`src/rtl/xcore_if_ibuf_pkg.sv`:
```
// Shared parameters for the instruction fetch buffer.
// Optional same-cycle bypass is enabled by defining XCORE_IBUF_BYPASS_EN.
package xcore_if_ibuf_pkg;

    localparam int WIDTH      = 32;
    localparam int IBUF_DEPTH = 4;

endpackage

```
`src/rtl/xcore_if_ibuf_sync_fifo.sv`:
```
// xcore_sync_fifo: generic circular FIFO with power-of-two depth and a
// synchronous clear; storage is not reset, pointers and count are.
module xcore_sync_fifo #(
    parameter int DW    = 32,
    parameter int DEPTH = 4,
    parameter int AW    = 2
) (
    input  logic          i_sys_clk,
    input  logic          i_sys_rst,
    input  logic          clr,
    input  logic          push,
    input  logic          pop,
    input  logic [DW-1:0] wdata,
    output logic [DW-1:0] rdata,
    output logic [AW:0]   cnt,
    output logic          full,
    output logic          empty
);

    localparam logic [AW:0] FULL_CNT = (AW+1)'(DEPTH);

    logic [DW-1:0] mem [DEPTH];
    logic [AW-1:0] wr_ptr;
    logic [AW-1:0] rd_ptr;
    logic          do_push;
    logic          do_pop;

    assign full    = (cnt == FULL_CNT);
    assign empty   = (cnt == '0);
    assign do_push = push && !full && !clr;
    assign do_pop  = pop && !empty && !clr;
    assign rdata   = mem[rd_ptr];

    // Pointers wrap naturally because DEPTH is a power of two.
    always_ff @(posedge i_sys_clk or negedge i_sys_rst) begin
        if (!i_sys_rst) begin
            wr_ptr <= '0;
            rd_ptr <= '0;
            cnt    <= '0;
        end else if (clr) begin
            wr_ptr <= '0;
            rd_ptr <= '0;
            cnt    <= '0;
        end else begin
            if (do_push) wr_ptr <= wr_ptr + 1'b1;
            if (do_pop)  rd_ptr <= rd_ptr + 1'b1;
            case ({do_push, do_pop})
                2'b10:   cnt <= cnt + 1'b1;
                2'b01:   cnt <= cnt - 1'b1;
                default: cnt <= cnt;
            endcase
        end
    end

    always_ff @(posedge i_sys_clk) begin
        if (do_push) mem[wr_ptr] <= wdata;
    end

endmodule

```
`src/rtl/xcore_if_ibuf.sv`:
```
// Instruction buffer between fetch and decode. Optional macro
// XCORE_IBUF_BYPASS_EN forwards an instruction straight to decode when empty.
module xcore_if_ibuf
    import xcore_if_ibuf_pkg::*;
#(
    parameter int DEPTH = IBUF_DEPTH,
    parameter int AW    = $clog2(DEPTH)
) (
    input  logic             i_sys_clk,
    input  logic             i_sys_rst,
    input  logic             i_pc_instr_valid,
    input  logic [WIDTH-1:0] i_pc_addr,
    input  logic [WIDTH-1:0] i_pc_instr,
    input  logic             i_pred_taken,
    input  logic             i_flush,
    input  logic             i_id_ready,
    output logic             o_if_stall,
    output logic             o_id_valid,
    output logic [WIDTH-1:0] o_id_pc,
    output logic [WIDTH-1:0] o_id_instr,
    output logic             o_id_pred_taken,
    output logic [AW:0]      o_ibuf_cnt,
    output logic             o_ibuf_ovf
);

    localparam int          EW        = 2*WIDTH + 1;
    localparam logic [AW:0] STALL_CNT = (AW+1)'(DEPTH - 1);

    logic [EW-1:0] wr_entry;
    logic [EW-1:0] head_entry;
    logic [AW:0]   fifo_cnt;
    logic          fifo_full;
    logic          fifo_empty;
    logic          bypass;
    logic          push;
    logic          pop;

    // Handshake: an entry moves to decode on a cycle where o_id_valid and
    // i_id_ready are both high and i_flush is low; o_id_* hold until then.
`ifdef XCORE_IBUF_BYPASS_EN
    assign bypass = i_sys_rst && fifo_empty && i_pc_instr_valid && i_id_ready && !i_flush;
`else
    assign bypass = 1'b0;
`endif

    assign wr_entry = {i_pc_addr, i_pc_instr, i_pred_taken};
    assign push     = i_pc_instr_valid && !i_flush && !bypass;
    assign pop      = !fifo_empty && i_id_ready && !i_flush;

    xcore_sync_fifo #(
        .DW    (EW),
        .DEPTH (DEPTH),
        .AW    (AW)
    ) u_fifo (
        .i_sys_clk (i_sys_clk),
        .i_sys_rst (i_sys_rst),
        .clr       (i_flush),
        .push      (push),
        .pop       (pop),
        .wdata     (wr_entry),
        .rdata     (head_entry),
        .cnt       (fifo_cnt),
        .full      (fifo_full),
        .empty     (fifo_empty)
    );

    assign o_id_valid = !fifo_empty || bypass;
    assign {o_id_pc, o_id_instr, o_id_pred_taken} = bypass ? wr_entry : head_entry;
    assign o_ibuf_cnt = fifo_cnt;
    // One slot stays free for the word already in flight from the PC stage.
    assign o_if_stall = (fifo_cnt >= STALL_CNT);

    // A word arriving while full is lost; the flag stays until reset.
    always_ff @(posedge i_sys_clk or negedge i_sys_rst) begin
        if (!i_sys_rst) begin
            o_ibuf_ovf <= 1'b0;
        end else if (i_pc_instr_valid && fifo_full) begin
            o_ibuf_ovf <= 1'b1;
        end
    end

endmodule

```
`config.mk`:
```
export PLATFORM = sky130hd
export DESIGN_NAME = xcore_if_ibuf
export DESIGN_NICKNAME = d
export VERILOG_FILES = /design/src/rtl/xcore_if_ibuf_pkg.sv /design/src/rtl/xcore_if_ibuf_sync_fifo.sv /design/src/rtl/xcore_if_ibuf.sv
export SDC_FILE = /design/constraint.sdc
export NUM_CORES = 1
export LEC_CHECK = 0
export CORE_MARGIN = 10
export CORE_UTILIZATION = 61
export CTS_BUF_LIST = sky130_fd_sc_hd__clkbuf_8
export CTS_CLUSTER_SIZE = 24
export DETAILED_ROUTE_END_ITERATION = 16
export PLACE_DENSITY = 0.92
export SYNTH_ARGS = -nofsm -noshare
export SYNTH_HDL_FRONTEND = slang
export SYNTH_HIERARCHICAL = 1
export SYNTH_SLANG_ARGS = --single-unit
```
`constraint.sdc`:
```
create_clock -name i_sys_clk -period 7.3 [get_ports i_sys_clk]
set_input_delay 1.46 -clock i_sys_clk [delete_from_list [all_inputs] [get_ports i_sys_clk]]
set_output_delay 1.46 -clock i_sys_clk [all_outputs]
set_load 0.01 [all_outputs]
```
==> summary.md, run 1 <==
| Metric | Value |
|---|---|
| Tcrit/Tclk final | 64.1% |
| Unrepaired setup endpoints after global routing | false |
| Diodes inserted | 0 |
| Clock Latency Late Sink | 0.52 ns |
| Die width | 148 µm |
| Synth Instances | 413 |
| Crit path launch type | flip-flop |
| Internal Power | 0.00236 W |
| Antenna viol nets, final | 0 |
| Layout Cells excl Fill | approximately 820 |
| Max_cap viols | 0 |
| PostCTS Resize Cnt | 0 |
| Syn_nets | a little under 500 |
| Peak VDD IR | roughly 140 µV |
| Pin count of the biggest net entering global routing | 67 |
| Row Count | 46 |
| CTS clk-pin slew, worst paths | 0.06 ns |
| Hold Path End | o_ibuf_ovf |
| DP HPWL | roughly 12 mm |
| H-tree depth | 2 |
| Via Count | 4703 |
| CTS tree | built |
| Clock Sinks | 268 |
| Flops & latches, synth | between 200 and 300 |
| Drt wl/cell | 23.4 µm |
| Clock power share | 37.8% |
| I/O pin total | 141 |
| Setup violators final | 0 |
| WP data required | 5.84 ns |
| PortBufs | 140 |
| Worst setup EP type | primary output |
| Final max-slew violation count | 0 |
| Number of detailed-route iterations in the first pass | 5 |
| Crit path time final | 4.68 ns |
| Sequential share of power | between 50% and 60% |
| Share of layout cells above drive strength 1 | 20.8% |
| RD Place Congestion | between 0.7 and 0.8 |
| Vias in the first global route | 5084 |
| Postcts setup bufs | 0 |
| Antenna violations before repair | 0 |
| DRC marker count from the first detailed-route iteration | about 290 |
| R2r startpoint | u_fifo/cnt[0] |
| Status | completed |
| Setup Skew | between 0.015 and 0.02 ns |
| Final Hold Viols | 0 |
| Number of distinct library cells after synthesis | 36 |
| Core area | 16000 µm² |
| Register area share after synthesis | 79.7% |
| Worst slew pin tran | 0.984 ns |
| Arrival time of the worst setup path | 3.22 ns |
| Initial Util | 62.8% |
| CP Max Fanout | 38 |
| Leak pwr | 3.92 nW |
| Pwr per Cell Area | about 240 nW/µm² |
| Relative slew margins | 34.4% |
| R2R cell count | 7 |
| Synthesized area | 10100 µm² |
| Ys Warns | 6 |
| Total gr overflow | 0 |
| Fmax | 0.214 GHz |
| DRT Wirelength | 19.2 mm |
| WHS Path Cells | 1 |
| Clock Tree Buf Depth | 3 |
| Final TNS setup | 0 ns |
| Avg Cell Area, Syn | 24.3 µm² |
| Root Buffer | clkbuf_8 |
| Vias per inst | 5.72 |
| Nets | 650 |
| Die area | 22000 µm² |
| Terminus of the critical flop-to-flop path | u_fifo/cnt[1] |
| Hold-fix buffers, CTS | 0 |
| DRC Markers | 0 |
| Layout area overhead | 22.6% |
| Hold Crit Class | flip-flop to flip-flop |
| # placed instances | 749 |
| Die span in y | roughly 150 µm |
| Psw | 0.000572 W |
| R2R Setup Slk | 4.42 ns |
| Tot GR Track Use | 17.8% |
| Global-route wire length before repair | about 30 mm |
| Logic pwr share | between 3 and 4% |
| CTS Buf Count | 40 |
| CP Class | flip-flop to primary output |
| Final Util | 77.0% |
| Switch share | 19.5% |
| Worst Hold Launch | o_ibuf_ovf |
-- kinds of logic (layout without fill, tap and decap cells) --
| family | after synthesis | in the layout | synth area share, % |
|---|---|---|---|
| buffers and inverters | 26 | 219 | 1.94 |
| AO/OA/AOI/OAI | 19 | 19 | 1.22 |
| multiplexers | 65 | 65 | 14.6 |
| XOR/XNOR | 3 | 3 | 0.261 |
| AND/OR/NAND/NOR | 27 | 27 | 1.66 |
| adder cells (fa/ha/maj) | 5 | 5 | 0.697 |
| flip-flops | 268 | 268 | 79.7 |
-- cell type report --
class	count	area [µm²]
clock buffer	44	606
clock inverter	29	150
fill	838	3670
inverter	5	18.8
multi-input combinational	119	1860
sequential	268	8020
tap	216	270
timing repair buffer	141	1410
-- power groups by stage --
| stage | clock [W] | sequential, W | combinational (W) |
|---|---|---|---|
| after floorplan | 0 | 0.00174 | 0.0000303 |
| after global placement | 0 | 0.00174 | 0.000107 |
| after detailed placement | 0 | 0.00174 | 0.000112 |
| after CTS | 0.00114 | 0.00171 | 0.000113 |
| after global routing | 0.00121 | 0.00171 | 0.000120 |
| final | 0.00111 | 0.00171 | 0.000111 |
-- layer usage --
| metal | wire length (µm) | track usage (%) | share of wire (%) |
|---|---|---|---|
| met4 | 471 | 6.69 | 2.5 |
| met2 | 10400 | 30.2 | 54 |
| met5 | 0 | 0 | 0 |
| met3 | 1480 | 5.64 | 7.7 |
| met1 | 6910 | 20.8 | 36 |
-- sequential cells by signal, summed over array words and instances, names as in the netlist --
signal / count
u_fifo/cnt: 3
u_fifo/mem: 260
o_ibuf_ovf: 1
u_fifo/rd_ptr: 2
u_fifo/wr_ptr: 2
-- Yosys cell counts (all sizes together) --
| master | number | area, µm² |
|---|---|---|
| a2111oi | 1 | 8.76 |
| a211oi | 1 | 7.51 |
| a21o | 2 | 15.0 |
| a21oi | 6 | 30.0 |
| a221oi | 1 | 8.76 |
| a22oi | 1 | 7.51 |
| a31oi | 1 | 6.26 |
| and2 | 5 | 31.3 |
| buf | 18 | 165 |
| clkbuf | 3 | 11.3 |
| dfrtp | 8 | 200 |
| edfxtp | 260 | 7810 |
| fa | 1 | 20.0 |
| ha | 4 | 50.1 |
| inv | 5 | 18.8 |
| mux4 | 65 | 1460 |
| nand2b | 4 | 25.0 |
| nand3 | 1 | 5.00 |
| nand3b | 3 | 22.5 |
| nor2 | 4 | 15.0 |
| nor2b | 1 | 6.26 |
| nor3 | 3 | 15.0 |
| nor3b | 3 | 27.5 |
| nor4 | 1 | 6.26 |
| o21ai | 2 | 10.0 |
| o22ai | 2 | 12.5 |
| o311ai | 1 | 8.76 |
| o31ai | 1 | 7.51 |
| or3 | 2 | 12.5 |
| xnor2 | 1 | 8.76 |
| xor2 | 2 | 17.5 |
-- cell usage in the layout, fill, tap and decap left out, types with 3 or more instances in the layout --
master,synthesis,layout
edfxtp_1,260,260
clkdlybuf4s50_1,0,140
mux4_2,65,65
clkbuf_8,0,44
inv_1,5,17
clkinv_1,0,8
clkinv_2,0,6
dfrtp_1,8,6
a21oi_1,6,6
nor2_1,4,4
and2_4,0,4
nand2b_1,4,4
ha_1,4,4
nor3_1,3,3
nand3b_1,3,3
-- per-stage QoR --
stage               area (µm²)  power [W]  hold slack [ns]  setup slack [ns]
finish                   12300    0.00293            0.466              2.62
global route             12300    0.00305            0.494              2.34
CTS                      12300    0.00296            0.471              2.50
detailed placement       11600    0.00186            0.452              2.57
global placement         11600    0.00185            0.446              2.89
floorplan                10100    0.00177            0.493              3.18
-- worst max-delay path by stage --
stage | depth (start not counted) | endpoint | start
after global routing | 3 | o_id_instr[25] | u_fifo/rd_ptr[0]
after CTS | 3 | o_id_instr[25] | u_fifo/rd_ptr[0]
after floorplan | 5 | u_fifo/mem[0][0] | i_pc_instr_valid
final | 3 | o_id_instr[25] | u_fifo/rd_ptr[0]
after detailed placement | 5 | u_fifo/mem[3][44] | i_flush
after global placement | 5 | u_fifo/mem[1][35] | i_flush
-- worst max-delay path: stages, from the launching register on --
cell and delay (ns):
dfrtp_4 0.80, buf_4 0.70, mux4_2 0.65, clkdlybuf4s50_1 0.52
Note: power is estimated with default switching activity, not from simulation.
==> inputs of run 2 (changes only) <==
--- a/config.mk
+++ b/config.mk
@@ -6,11 +6,11 @@
 export NUM_CORES = 1
 export LEC_CHECK = 0
 export CORE_MARGIN = 10
-export CORE_UTILIZATION = 61
+export CORE_UTILIZATION = 56
 export CTS_BUF_LIST = sky130_fd_sc_hd__clkbuf_8
 export CTS_CLUSTER_SIZE = 24
 export DETAILED_ROUTE_END_ITERATION = 16
-export PLACE_DENSITY = 0.92
+export PLACE_DENSITY = 0.86
 export SYNTH_ARGS = -nofsm -noshare
 export SYNTH_HDL_FRONTEND = slang
 export SYNTH_HIERARCHICAL = 1
==> constraint.sdc (replaced) <==
create_clock -name i_sys_clk -period 4.6 [get_ports i_sys_clk]
set_input_delay 0.92 -clock i_sys_clk [delete_from_list [all_inputs] [get_ports i_sys_clk]]
set_output_delay 0.92 -clock i_sys_clk [all_outputs]
set_load 0.01 [all_outputs]
==> run 2 against run 1 <==
Design area rose by 0.75%. Combinational power rose by 65%. Global-route usage fell by 0.58 points. Power rose by 57%. Critical endpoint is now o_id_pc[24]. Clock skew fell by 0.0069 ns. Clock power rose by 53%. First-iteration DRC count rose by 25%. Via count rose by 2.3%. Highest routed layer is now met5. Die area rose by 7.7%.
==> summary.md, run 2 (synthesis results as in run 1) <==
| Metric | Value |
|---|---|
| Status | completed |
| Worst-path cell chain | buf_4, mux4_2, clkdlybuf4s50_1 |
| Layout Cells excl Fill | 843 |
| CP Class | flip-flop to primary output |
| Critical-path cell with the highest stage delay | dfrtp_4 |
| Sequential share of power | between 50% and 60% |
| Global-route wire length before repair | roughly 32 mm |
| Max_cap viols | 0 |
| Initial Util | a little under three fifths |
| Core area | ~17000 µm² |
| Row Count | 48 |
| Tot GR Track Use | 17.2% |
| Pin count of the biggest net entering global routing | between 60 and 70 |
| Clock Sinks | between 200 and 300 |
| Largest Register | u_fifo/mem |
| Vias in the first global route | between 5000 and 6000 |
| Nets | 662 |
| DRC Markers | 0 |
| Setup Skew | 0.0104 ns |
| Most frequent cells in the layout | edfxtp_1 (260), clkdlybuf4s50_1 (140), mux4_2 (65) |
| Max reg flops | 260 |
| Antenna viol nets, final | 0 |
| Final TNS setup | 0 ns |
| Share of layout cells above drive strength 1 | between 20% and 30% |
| Setup violators final | 0 |
| Critical path depth in cells | 3 |
| Clock power share | 36.9% |
| PortBufs | 140 |
| Hold Crit Class | flip-flop to flip-flop |
| Final Hold Viols | 0 |
| Switch share | 20.1% |
| Worst slew pin tran | 0.974 ns |
| Clock Tree Buf Depth | 3 |
| Antenna violations before repair | 2 |
| Die width | 154 µm |
| CP top delay family | flip-flops |
| Post-route cell area | 12400 µm² |
| Logic pwr share | 4.0% |
| Total gr overflow | 0 |
| Worst path bufs/invs | 2 |
| RD Place Congestion | 0.830 |
| DRC marker count from the first detailed-route iteration | 363 |
| Number of detailed-route iterations in the first pass | 4 |
| Internal Power | about 0.0037 W |
| Psw | 0.000926 W |
| Arrival time of the worst setup path | about 2.8 ns |
| # placed instances | 769 |
| Commonest non-fill, non-tap cell in the layout | edfxtp_1 |
| Drt wl/cell | 24.2 µm |
| Tcrit/Tclk final | 81.8% |
| Die span in y | about 150 µm |
| Pwr per Cell Area | ~370 nW/µm² |
| Diodes inserted | 0 |
| Fmax | 0.266 GHz |
| Layout area overhead | 23.6% |
| I/O pin total | 141 |
| CP Max Fanout | 36 |
| Worst setup EP type | primary output |
| H-tree depth | 2 |
| Postcts setup bufs | 0 |
| CTS clk-pin slew, worst paths | 0.06 ns |
| DRT Wirelength | 20.4 mm |
| R2R cell count | 7 |
| Biggest regs | u_fifo/mem: 260 flops, u_fifo/cnt: 3 flops |
| Die area | 23700 µm² |
| Unrepaired setup endpoints after global routing | false |
| Peak VDD IR | around 240 µV |
| Max incr delay on CP | 0.89 ns |
| DP HPWL | 13.6 mm |
| Relative slew margins | 35.1% |
| CTS Buf Count | 41 |
| Final max-slew violation count | 0 |
| Area after DPL | approximately 12000 µm² |
| Leak pwr | between 3 and 4 nW |
| PostCTS Resize Cnt | 0 |
| CTS tree | built |
| Clock Latency Late Sink | approximately 0.52 ns |
| Final Util | 71.1% |
| Via Count | 4810 |
| Root Buffer | clkbuf_8 |
| Crit path launch type | flip-flop |
| Vias per inst | 5.71 |
| Crit path time final | 3.76 ns |
| WP data required | about 3.7 ns |
| Hold-fix buffers, CTS | 0 |
| WHS Path Cells | 1 |
| Hold WS | 0.456 ns |
[run 2: power groups by stage]
stage / combinational, W / sequential, W / clock (W)
after detailed placement: 0.000185 / 0.00277 / 0
after floorplan: 0.0000481 / 0.00277 / 0
after CTS: 0.000186 / 0.00272 / 0.00174
final: 0.000183 / 0.00272 / 0.00170
after global placement: 0.000177 / 0.00276 / 0
after global routing: 0.000196 / 0.00272 / 0.00184
[run 2: final cells by class]
class                   count  area, µm²
repair buffers            152       1530
flip-flops and latches    268       8020
clock buffers              43        592
well taps                 225        282
fillers                   972       5060
clock inverters            31        125
multi-input cells         119       1860
inverters                   5       18.8
[run 2: per-stage QoR]
| step | worst slack, ns | power [W] |
|---|---|---|
| 6_report | 0.837 | 0.00460 |
| 5_1_grt | 0.646 | 0.00476 |
| 4_1_cts | 0.743 | 0.00464 |
| 3_5_place_dp | 0.577 | 0.00295 |
| 3_3_place_gp | 0.835 | 0.00294 |
| 2_1_floorplan | 1.02 | 0.00281 |
[run 2: per-layer routing]
| layer | track usage [%] | vias up | routed length, µm | part of all wire, % |
|---|---|---|---|---|
| met5 | 0 | - | 18 | 0.088 |
| met4 | 4.14 | 2 | 211 | 1.0 |
| met3 | 5.61 | 25 | 1700 | 8.3 |
| met2 | 28.6 | 217 | 10500 | 51 |
| met1 | 21.4 | 2465 | 7980 | 39 |
| li1 | - | 2101 | - | - |
[run 2: final timing paths]
kind,start,slack (ns),endpoint
setup / recovery,u_fifo/rd_ptr[0],0.84,o_id_pc[24]
hold / removal,o_ibuf_ovf,0.46,o_ibuf_ovf
setup reg to reg,u_fifo/cnt[0],1.68,u_fifo/cnt[1]
hold reg to reg,o_ibuf_ovf,0.46,o_ibuf_ovf
max in group asynchronous,i_sys_rst,3.60,u_fifo/rd_ptr[1]
min in group asynchronous,i_sys_rst,0.68,u_fifo/cnt[0]
